--- config.mk ---
export PLATFORM = sky130hd
export DESIGN_NAME = prm_edge_mask_accum
export DESIGN_NICKNAME = d
export VERILOG_FILES = /design/src/rtl/prm_edge_pkg.sv /design/src/rtl/prm_popcount.sv /design/src/rtl/prm_edge_mask_accum.sv
export SDC_FILE = /design/constraint.sdc
export NUM_CORES = 1
export LEC_CHECK = 0
export CAP_MARGIN = 20
export CORE_UTILIZATION = 52
export CTS_CLUSTER_DIAMETER = 60
export DETAILED_ROUTE_END_ITERATION = 6
export PLACE_DENSITY = 0.86
export SYNTH_ARGS = -nofsm -noshare
export SYNTH_HDL_FRONTEND = slang
export SYNTH_SLANG_ARGS = --single-unit
--- constraint.sdc ---
create_clock -name clk -period 5.1 [get_ports clk]
set_input_delay 0.765 -clock clk [delete_from_list [all_inputs] [get_ports clk]]
set_output_delay 0.765 -clock clk [all_outputs]
set_load 0.02 [all_outputs]
--- src/rtl/prm_edge_pkg.sv ---
// ---------------------------------------------------------------------------
// prm_edge_pkg
// Shared definitions for the PRM edge-mask path.
//   - state_e       : frame accumulator FSM states (2-bit encoding)
//   - NUM_EDGES_DEF : default number of roadmap edges / parallel checkers
//   - BEAT_W_DEF    : default width of the per-frame beat counter
//   - OCC_W         : width of one obstacle-occupancy code (A..O), shared
//                     with the checker bank wrapper
// ---------------------------------------------------------------------------
package prm_edge_pkg;

    localparam int NUM_EDGES_DEF = 16;
    localparam int BEAT_W_DEF    = 12;
    localparam int OCC_W         = 15;

    typedef enum logic [1:0] {
        ST_IDLE  = 2'd0,
        ST_ACCUM = 2'd1,
        ST_DONE  = 2'd2,
        ST_HOLD  = 2'd3
    } state_e;

endpackage : prm_edge_pkg

--- src/rtl/prm_popcount.sv ---
// ---------------------------------------------------------------------------
// prm_popcount
// Purely combinational population count.
// Ports:
//   data_i  [W-1:0]            input vector
//   count_o [$clog2(W+1)-1:0]  number of set bits in data_i
// ---------------------------------------------------------------------------
module prm_popcount #(
    parameter int W = 16
) (
    input  logic [W-1:0]              data_i,
    output logic [$clog2(W+1)-1:0]    count_o
);

    localparam int CW = $clog2(W + 1);

    always_comb begin
        count_o = '0;
        for (int i = 0; i < W; i++) begin
            count_o = count_o + CW'(data_i[i]);
        end
    end

endmodule : prm_popcount

--- src/rtl/prm_edge_mask_accum.sv ---
// ---------------------------------------------------------------------------
// prm_edge_mask_accum
// OR-accumulates the edge_mask vectors produced by the checker bank over one
// scene frame and hands the blocked-edge bitmap, the free-edge count and the
// beat count to the graph-search stage through a valid/ready handshake.
//
// Ports:
//   clk           system clock, rising edge
//   rst_n         synchronous active-low reset
//   in_valid      mask beat valid
//   in_ready      block can accept a beat (IDLE/ACCUM only)
//   in_sof        first beat of a frame
//   in_eof        last beat of a frame
//   in_mask       edge_mask vector for one obstacle code
//   out_valid     frame result valid
//   out_ready     downstream accepts the result
//   out_blocked   OR of all beats in the frame (1 = edge blocked)
//   out_free_cnt  number of zero bits in out_blocked
//   out_beats     beats accumulated in the frame, saturating
//   err_sticky    protocol error seen (beat without sof in IDLE, or sof
//                 restarting a frame); cleared only by reset
// ---------------------------------------------------------------------------
module prm_edge_mask_accum
    import prm_edge_pkg::*;
#(
    parameter int NUM_EDGES = NUM_EDGES_DEF,
    parameter int BEAT_W    = BEAT_W_DEF,
    parameter int CNT_W     = $clog2(NUM_EDGES + 1)
) (
    input  logic                 clk,
    input  logic                 rst_n,
    input  logic                 in_valid,
    output logic                 in_ready,
    input  logic                 in_sof,
    input  logic                 in_eof,
    input  logic [NUM_EDGES-1:0] in_mask,
    output logic                 out_valid,
    input  logic                 out_ready,
    output logic [NUM_EDGES-1:0] out_blocked,
    output logic [CNT_W-1:0]     out_free_cnt,
    output logic [BEAT_W-1:0]    out_beats,
    output logic                 err_sticky
);

    localparam int              POP_W    = $clog2(NUM_EDGES + 1);
    localparam logic [BEAT_W-1:0] BEAT_MAX = '1;
    localparam logic [BEAT_W-1:0] BEAT_ONE = BEAT_W'(1);

    state_e                state_q, state_d;
    logic [NUM_EDGES-1:0]  acc_q, acc_d;
    logic [BEAT_W-1:0]     beats_q, beats_d;
    logic                  err_q, err_d;
    logic                  out_valid_q, out_valid_d;
    logic [NUM_EDGES-1:0]  out_blocked_q, out_blocked_d;
    logic [CNT_W-1:0]      out_free_cnt_q, out_free_cnt_d;
    logic [BEAT_W-1:0]     out_beats_q, out_beats_d;

    logic                  accept;
    logic [POP_W-1:0]      acc_pop;
    logic [CNT_W-1:0]      free_cnt;
    logic [BEAT_W-1:0]     beats_inc;

    // ------------------------------------------------------------------
    // Free-edge count from the live accumulator; registered in DONE.
    // ------------------------------------------------------------------
    prm_popcount #(
        .W (NUM_EDGES)
    ) u_popcount (
        .data_i  (acc_q),
        .count_o (acc_pop)
    );

    assign free_cnt = CNT_W'(NUM_EDGES - int'(acc_pop));

    // Saturating increment: the counter parks at all-ones, no wrap.
    assign beats_inc = (beats_q == BEAT_MAX) ? beats_q : beats_q + BEAT_ONE;

    assign accept = in_valid & in_ready;

    // ------------------------------------------------------------------
    // FSM: state register
    // ------------------------------------------------------------------
    always_ff @(posedge clk) begin
        if (!rst_n) begin
            state_q <= ST_IDLE;
        end else begin
            state_q <= state_d;
        end
    end

    // ------------------------------------------------------------------
    // FSM: next-state logic
    // ------------------------------------------------------------------
    always_comb begin
        state_d = state_q;
        case (state_q)
            ST_IDLE: begin
                // Only a sof beat opens a frame; sof+eof is a one-beat frame.
                if (accept && in_sof) begin
                    state_d = in_eof ? ST_DONE : ST_ACCUM;
                end
            end
            ST_ACCUM: begin
                if (accept && in_eof) begin
                    state_d = ST_DONE;
                end
            end
            ST_DONE: begin
                state_d = ST_HOLD;
            end
            ST_HOLD: begin
                if (out_ready) begin
                    state_d = ST_IDLE;
                end
            end
            default: begin
                state_d = ST_IDLE;
            end
        endcase
    end

    // ------------------------------------------------------------------
    // FSM: outputs
    // ------------------------------------------------------------------
    always_comb begin
        in_ready = (state_q == ST_IDLE) || (state_q == ST_ACCUM);
    end

    // ------------------------------------------------------------------
    // Datapath next-state
    // ------------------------------------------------------------------
    always_comb begin
        acc_d          = acc_q;
        beats_d        = beats_q;
        err_d          = err_q;
        out_valid_d    = out_valid_q;
        out_blocked_d  = out_blocked_q;
        out_free_cnt_d = out_free_cnt_q;
        out_beats_d    = out_beats_q;

        case (state_q)
            ST_IDLE: begin
                if (accept) begin
                    if (in_sof) begin
                        acc_d   = in_mask;
                        beats_d = BEAT_ONE;
                    end else begin
                        // Orphan beat outside a frame: dropped.
                        err_d = 1'b1;
                    end
                end
            end
            ST_ACCUM: begin
                if (accept) begin
                    if (in_sof) begin
                        // Restart: discard the partial frame, keep the new one.
                        acc_d   = in_mask;
                        beats_d = BEAT_ONE;
                        err_d   = 1'b1;
                    end else begin
                        acc_d   = acc_q | in_mask;
                        beats_d = beats_inc;
                    end
                end
            end
            ST_DONE: begin
                out_blocked_d  = acc_q;
                out_free_cnt_d = free_cnt;
                out_beats_d    = beats_q;
                out_valid_d    = 1'b1;
            end
            ST_HOLD: begin
                if (out_ready) begin
                    out_valid_d = 1'b0;
                    acc_d       = '0;
                    beats_d     = '0;
                end
            end
            default: begin
            end
        endcase
    end

    // ------------------------------------------------------------------
    // Datapath registers
    // ------------------------------------------------------------------
    always_ff @(posedge clk) begin
        if (!rst_n) begin
            acc_q          <= '0;
            beats_q        <= '0;
            err_q          <= 1'b0;
            out_valid_q    <= 1'b0;
            out_blocked_q  <= '0;
            out_free_cnt_q <= '0;
            out_beats_q    <= '0;
        end else begin
            acc_q          <= acc_d;
            beats_q        <= beats_d;
            err_q          <= err_d;
            out_valid_q    <= out_valid_d;
            out_blocked_q  <= out_blocked_d;
            out_free_cnt_q <= out_free_cnt_d;
            out_beats_q    <= out_beats_d;
        end
    end

    assign out_valid    = out_valid_q;
    assign out_blocked  = out_blocked_q;
    assign out_free_cnt = out_free_cnt_q;
    assign out_beats    = out_beats_q;
    assign err_sticky   = err_q;

endmodule : prm_edge_mask_accum

# After elaboration in Yosys (flattened, before gate mapping)
# Index checks and enable logic that the tools add are counted.
totals:
  ff_bits: 65
  latch_bits: 0
  ram_bits: 0
  rom_bits: 0
  output_inout_bits: 36
  n_memories: 0
op_classes:
  addsub: 17
  n_mul: 0
  div: 0
  order_cmp: 0
  n_eq_ne: 13
  shifts: 0
  mux: 25
  n_bitwise: 2
  n_reduce_logical: 12
op_table:
  columns: ["operator", "count"]
  rows:
  - ["16-bit 2-to-1 mux", 5]
  - ["12-bit 2-to-1 mux", 6]
  - ["5-bit by 1-bit adder with 5-bit output", 14]
  - ["16-bit one-hot mux with 3 select lines", 1]
  - ["12-bit one-hot mux with 3 select lines", 1]
  - ["2-bit inequality test, second input constant", 8]
  - ["16-bit bitwise OR", 1]
  - ["12-bit by 1-bit adder with 12-bit output, second input constant", 1]
  - ["12-bit equality test, second input constant", 1]
  - ["5-bit AND reduction", 2]
  - ["2-bit 2-to-1 mux", 4]
  - ["2-bit one-hot mux with 4 select lines", 1]
  - ["6-bit AND reduction", 1]
  - ["1-bit 2-to-1 mux", 5]
  - ["5-bit subtractor, first input constant", 1]
  - ["2-bit equality test, second input constant", 2]
  - ["1-bit one-hot mux with 2 select lines", 2]
  - ["2-bit nonzero test", 2]
  - ["3-bit inequality test, second input constant", 1]
  - ["3-bit AND reduction", 1]
  - ["3-bit nonzero test", 1]
  - ["1-bit by 1-bit adder with 2-bit output", 1]
  - ["2-bit by 1-bit equality test with 1-bit output, second input constant", 1]
  - ["1-bit logical AND", 2]
  - ["4 further kinds", 4]

# Logic depth before layout (Yosys ltp)
# Gate-level depths: netlist of the first run.
depth:
  depth_word: 16
  depth_mapped: 15

# By module
# A second synthesis of the first run with hierarchy kept.
unflattened:
  hier_cells: 316
  hier_area_um2: 3155.5
by_module_without_submodules:
  columns: ["mod", "instances", "cells_per_inst", "area_each_um2", "seq_area_each_um2"]
  rows:
  - ["prm_edge_mask_accum", 1, 269, 2747.6, 1301.2]
  - ["prm_popcount", 1, 47, 407.9, 0.0]

# Worst setup path before layout of the first run
# OpenSTA, ideal clock, no wires.
synth_path:
  path_type: "flip-flop to flip-flop"
  start: "reg acc_q[4]"
  end: "reg out_free_cnt_q[4] (netlist: out_free_cnt[4])"
  setup_time_ns: 0.116
  t_arrival_ns: 3.906
  slack_ns: 1.078
  stages_incl_launch_ff: 16
  path_buffers: 0
  period_less_slack_ns: 4.022
  cell_sequence: "dfxtp_1 -> inv_1 -> fa_1 -> ha_1 -> inv_1 -> fa_1 -> fa_1 -> fa_1 -> inv_1 -> fa_1 -> ha_1 -> inv_1 -> fa_1 -> xnor2_1 -> mux2i_1 -> nor2b_1"
synth_between:
  elab_chain_cells: 13
synth_rtl:
  columns: ["item", "line", "rtl"]
  rows:
  - ["from (decl)", "prm_edge_mask_accum.sv:50", "logic [NUM_EDGES-1:0] acc_q, acc_d;"]
  - ["from (signal assigned)", "prm_edge_mask_accum.sv:189", "acc_q <= '0;"]
  - ["from (signal assigned)", "prm_edge_mask_accum.sv:197", "acc_q <= acc_d;"]
  - ["5-bit by 1-bit adder with 5-bit output (12 in series)", "prm_popcount.sv:20", "count_o = count_o + CW'(data_i[i]);"]
  - ["5-bit subtractor", "prm_edge_mask_accum.sv:73", "assign free_cnt = CNT_W'(NUM_EDGES - int'(acc_pop));"]
  - ["to (signal assigned)", "prm_edge_mask_accum.sv:202", "out_free_cnt_q <= out_free_cnt_d;"]
  - ["to (decl)", "prm_edge_mask_accum.sv:55", "logic [CNT_W-1:0] out_free_cnt_q, out_free_cnt_d;"]
# No other way between the ends.
# A chain may end at the register's enable or synchronous reset.

# Worst setup path after layout of the first run
# Same ends and word-level chain as after synthesis.

==> impl_metrics.tcl, run 1 <==
set metrics [dict create \
    synthCells 304 \
    synth_nets 355 \
    antenna_found_initial 0 \
    hpwl_um 4270 \
    ys_types 43 \
    fp-row-count 28 \
    cp-start-kind "register" \
    cts_made_buffers 9 \
    tightest_slew_ns 0.930 \
    worstPathRequired_ns 5.34 \
    synth_area_per_cell_sq_um 10.5 \
    synth_area_sq_mm 0.00318 \
    layout.nets 412 \
    max_freq_mhz 237 \
    via_per_inst 5.23 \
    cp_max_fo 2 \
    seq_area_frac_synth_pct 40.9 \
    grt_max_degree 48 \
    drc 0 \
    diodes 0 \
    cts.path.max_buffers 2 \
    numPortBuffers 57 \
    gp_congestion 0.794 \
    placed_area_sq_mm 0.00379 \
    vias 2302 \
    boundaryPins 58 \
    grt_pass1_vias 2150 \
    tns_ns 0 \
    place_ws_ns 0.823 \
    outcome "completed" \
    fill_cells 480 \
    area_growth_pct 25.6 \
    numClockSinks 65 \
    cts-root-buf "clkbuf_8" \
    die_h_um 80.2 \
    worst_slack_ns 0.880 \
    dp.cells 425 \
    cp.arrival_ns 4.46 \
    clk_latency_ns 0.35 \
    stdcell_area_sq_mm 0.00399 \
    whs_path_depth 2 \
    period_minus_slack_ns 4.22 \
    finalCritPeriodShare_pct 82.8 \
    die_w_um 80.2 \
    initial_core_util_pct 53.7 \
    drive_gt1_share_pct 7.95 \
    fin_skew_ns 0.00777 \
    ir_worst_vdd_uv 463 \
    post_cts_buffers 0 \
    layout_commonest_cell "dfxtp_1" \
    grt_pass1_wl_um 10100 \
    drt_iter0_markers 143 \
    p_total_mw 2.65 \
    final_cell_mix "65 x dfxtp_1, 57 x clkdlybuf4s50_1, 36 x nor2b_1" \
    grt_use_total_pct 21.2 \
    p_per_area_mw_per_mm2 664 \
    hp-class "reg2reg" \
    maxSlewHeadroom_pct 37.8 \
    wirelength_um 6160 \
    overflow 0 \
    die_area_sq_mm 0.00643 \
    crit_type "reg2reg" \
    drt-pass1-iter-count 6 \
    post_drt_wl_per_cell_um 14.0 \
    fin_cells 440 \
    cts_hold_buf 0 \
    clk_pin_slew_ns 0.07 \
    cts_tree "yes" \
    finalMaxSlewViolations 0 \
    finalSetupViolCount 0 \
    htree_levels 3 \
    hold_violations 0 \
    timing.hold.ws_ns 0.513 \
    rr_worst_depth 15 \
    power_leakage_nw 1.51 \
    maxCapViolCount 0 \
    post_cts_resized 0 \
    yosys_register_bits 65 \
    ys_warn_count 0 \
    utilization_pct 67.4 \
    endpoint_kind "register" \
    ant_nets 0 \
    rsz0062_at_grt "false" \
    core_sq_mm 0.00592 \
]
[flip-flops by register name, summed over array words and instances, names as in the netlist]
register / cells
acc_q: 16
out_blocked: 16
beats_q: 12
out_beats: 12
out_free_cnt: 5
state_q: 2
err_sticky: 1
out_valid: 1
[logic make-up (layout without fill, tap and decap cells)]
| kind of cell | after synthesis | count (layout) | share of synthesized area [%] |
|---|---|---|---|
| AO/OA/AOI/OAI | 30 | 30 | 7.52 |
| XOR/XNOR | 11 | 11 | 3.03 |
| adder cells (fa/ha/maj) | 29 | 29 | 13.8 |
| buffers and inverters | 42 | 103 | 5.47 |
| flip-flops | 65 | 65 | 40.9 |
| multiplexers | 35 | 35 | 11.0 |
| AND/OR/NAND/NOR | 92 | 92 | 18.2 |
[synthesized netlist by cell type (all sizes together)]
| cell | n | area [sq um] |
|---|---|---|
| a21boi | 2 | 15.0 |
| o21ai | 6 | 30.0 |
| ha | 19 | 238 |
| xnor2 | 11 | 96.3 |
| nand4 | 2 | 18.8 |
| fa | 10 | 200 |
| dfxtp | 65 | 1300 |
| a22o | 10 | 87.6 |
| o211a | 2 | 20.0 |
| buf | 9 | 50.0 |
| a22oi | 1 | 7.51 |
| o211ai | 1 | 7.51 |
| o22ai | 1 | 6.26 |
| or2 | 1 | 6.26 |
| o2111ai | 1 | 15.0 |
| mux2i | 35 | 350 |
| o31a | 1 | 8.76 |
| or3b | 1 | 11.3 |
| nand2 | 12 | 45.0 |
| nor3 | 2 | 15.0 |
| nand3b | 1 | 7.51 |
| o31ai | 1 | 21.3 |
| inv | 29 | 109 |
| nor4 | 7 | 65.1 |
| nor2b | 36 | 225 |
| a21oi | 4 | 20.0 |
| nand3 | 6 | 30.0 |
| nor4b | 4 | 56.3 |
| and4 | 1 | 8.76 |
| nor2 | 14 | 57.6 |
| and3 | 1 | 7.51 |
| clkbuf | 4 | 15.0 |
| nand2b | 4 | 25.0 |
[metal layers]
metal  vias to the layer above  wire (um)  GRT usage [%]
li1                       1139          -              -
met4                         0        111           8.57
met5                         -          0              0
met1                      1098       2840           27.7
met3                        12        273           6.70
met2                        53       2930           32.5
[report_power, final]
part | total, mW | switching, mW | internal [mW]
logic | 1.56 | 0.855 | 0.706
registers | 0.652 | 0.0617 | 0.591
clock network | 0.437 | 0.189 | 0.248
total | 2.65 | 1.11 | 1.54
[path summary, 6_finish.rpt]
path	start	end	slack [ns]
worst min register to register	acc_q[15]$_SDFFE_PN0P_	acc_q[15]$_SDFFE_PN0P_	0.51
worst min-delay path	acc_q[15]$_SDFFE_PN0P_	acc_q[15]$_SDFFE_PN0P_	0.51
worst max-delay path	acc_q[4]$_SDFFE_PN0P_	out_free_cnt[4]$_SDFFE_PN0P_	0.88
worst max register to register	acc_q[4]$_SDFFE_PN0P_	out_free_cnt[4]$_SDFFE_PN0P_	0.88
[final cells by class]
class | instances | area (sq um) | area share (%)
clock buffers | 12 | 155 | 3.89
well taps | 75 | 93.8 | 2.35
multi-input cells | 197 | 1710 | 42.7
repair buffers | 59 | 586 | 14.7
flip-flops and latches | 65 | 1300 | 32.6
clock inverters | 3 | 40.0 | 1.00
inverters | 29 | 109 | 2.73
[worst max-delay path, stage by stage, from the launching register on]
cell and delay (ns):
dfxtp_1 0.33, inv_1 0.07, fa_1 0.55, ha_1 0.14, inv_1 0.05, fa_1 0.49, fa_1 0.47, fa_1 0.53
inv_1 0.06, fa_1 0.55, ha_1 0.14, inv_1 0.04, fa_1 0.38, xnor2_1 0.14, mux2i_1 0.13, nor2b_1 0.06
No activity file was read; power rests on OpenSTA's default activity.
==> inputs of run 2 (changes only) <==
Clock period 5.1 ns to 4.2 ns, I/O delays scaled along.
==> run 2 against run 1 <==
Compared with the run above: critical path type unchanged; non-clock buffer count unchanged; final cell count increased by 0.23%; die area unchanged.
==> impl_metrics.tcl, run 2 (synthesis gave the netlist of run 1 again) <==
set metrics [dict create \
    fill_cells 458 \
    place_ws_ns -0.00202 \
    drt-pass1-iter-count 6 \
    grt_pass1_vias 2220 \
    boundaryPins 58 \
    worst_slack_ns 0.0999 \
    cts_tree "yes" \
    hold_violations 0 \
    top_layer "met4" \
    wl_met2_um 3090 \
    maxSlewHeadroom_pct 37.0 \
    final_cell_mix "64 x dfxtp_1, 57 x clkdlybuf4s50_1, 36 x nor2b_1" \
    crit_type "reg2reg" \
    cp.arrival_ns 4.34 \
    fin_skew_ns 0.00969 \
    tightest_slew_ns 0.940 \
    cpPeakStageDelay_ns 0.54 \
    p_per_area_mw_per_mm2 814 \
    core_sq_mm 0.00592 \
    power_leakage_nw 1.50 \
    drt_iter0_markers 167 \
    max_freq_mhz 244 \
    stdcell_area_sq_mm 0.00400 \
    post_cts_buffers 0 \
    met1_length_um 2970 \
    hp-class "reg2reg" \
    die_h_um 80.2 \
    area_growth_pct 25.8 \
    cp_max_fo 2 \
    grt_max_degree 43 \
    slowest_stage "fa_1" \
    drc 0 \
    finalCritPeriodShare_pct 97.6 \
    path_cells "inv_1 -> fa_1 -> inv_1 -> ha_1 -> fa_1 -> fa_2 -> fa_1 -> inv_1 -> fa_1 -> ha_1 -> inv_1 -> fa_2 -> nand2_1 -> o211a_1" \
    maxCapViolCount 0 \
    drive_gt1_share_pct 9.02 \
    post_drt_wl_per_cell_um 14.7 \
    initial_core_util_pct 53.7 \
    timing.hold.ws_ns 0.495 \
    via_per_inst 5.21 \
    rsz0062_at_grt "false" \
    routed-wl-met3_um 276 \
    period_minus_slack_ns 4.10 \
    worstPathRequired_ns 4.44 \
    ir_worst_vdd_uv 578 \
    gp_congestion 0.794 \
    diodes 0 \
    overflow 0 \
    die_area_sq_mm 0.00643 \
    cp-start-kind "register" \
    ant_nets 0 \
    register_area_sq_mm 0.00130 \
    die_w_um 80.2 \
    layout.nets 412 \
    fp-row-count 28 \
    cts_made_buffers 9 \
    cts-root-buf "clkbuf_8" \
    grt_use_total_pct 21.6 \
    placed_area_sq_mm 0.00379 \
    layout_commonest_cell "dfxtp_1" \
    cts.path.max_buffers 2 \
    clk_latency_ns 0.35 \
    numPortBuffers 57 \
    multi_input_area_sq_mm 0.00171 \
    htree_levels 3 \
    antenna_found_initial 0 \
    grt_pass1_wl_um 10400 \
    finalMaxSlewViolations 0 \
    hpwl_um 4500 \
    wirelength_um 6490 \
    vias 2296 \
    cts_hold_buf 0 \
    endpoint_kind "register" \
    finalSetupViolCount 0 \
    numClockSinks 65 \
    clk_pin_slew_ns 0.07 \
    outcome "completed" \
]
[run 2: final cells by class]
class,count,area share [%]
sequential,65,32.6
clock buffer,11,3.54
inverter,29,2.72
clock inverter,5,1.38
multi-input combinational,197,42.8
timing repair buffer,59,14.6
tap,75,2.35
[run 2: metrics by stage]
step                power (mW)  utilization [%]  instances  setup TNS, ns
CTS                       3.23             67.5        441              0
global route              3.49             67.5        441              0
finish                    3.26             67.5        441              0
detailed placement        2.65             64.1        425       -0.00202
floorplan                 2.19                -        304              0
global placement          2.57             64.1        425              0
[run 2: path summary, 6_finish.rpt]
path                            from                            to  slack, ns  cells after the start
max            acc_q[4]$_SDFFE_PN0P_  out_free_cnt[3]$_SDFFE_PN0P_        0.1                     14
min          err_sticky$_SDFFE_PN0P_       err_sticky$_SDFFE_PN0P_       0.50                      2
max reg2reg    acc_q[4]$_SDFFE_PN0P_  out_free_cnt[3]$_SDFFE_PN0P_        0.1                     14
min reg2reg  err_sticky$_SDFFE_PN0P_       err_sticky$_SDFFE_PN0P_       0.50                      2
[run 2: worst max-delay path, delay by kind of cell, from the launching register on]
family	cells	cell delay [ns]
buffers and inverters	4	0.25
adder cells (fa/ha/maj)	8	3.23
AO/OA/AOI/OAI	1	0.13
AND/OR/NAND/NOR	1	0.05
flip-flops	1	0.34
[run 2: routing by layer]
metal,global-route usage (%),vias to the layer above
li1,-,1140
met4,10.4,0
met3,7.05,16
met1,26.2,1090
met5,0,-
met2,34.4,50
[run 2: what timing repair did]
item / 4_1_cts / 5_1_grt
setup endpoints to repair: 1 / 2
pin swaps: 0 / 3
gates resized for setup: 1 / 2
[run 2: power breakdown]
group / switching [mW] / internal [mW] / leakage, nW / total (mW)
clock network: 0.245 / 0.288 / 0.0953 / 0.533
logic: 1.05 / 0.872 / 0.877 / 1.93
registers: 0.0793 / 0.717 / 0.528 / 0.797
total: 1.38 / 1.88 / 1.50 / 3.26
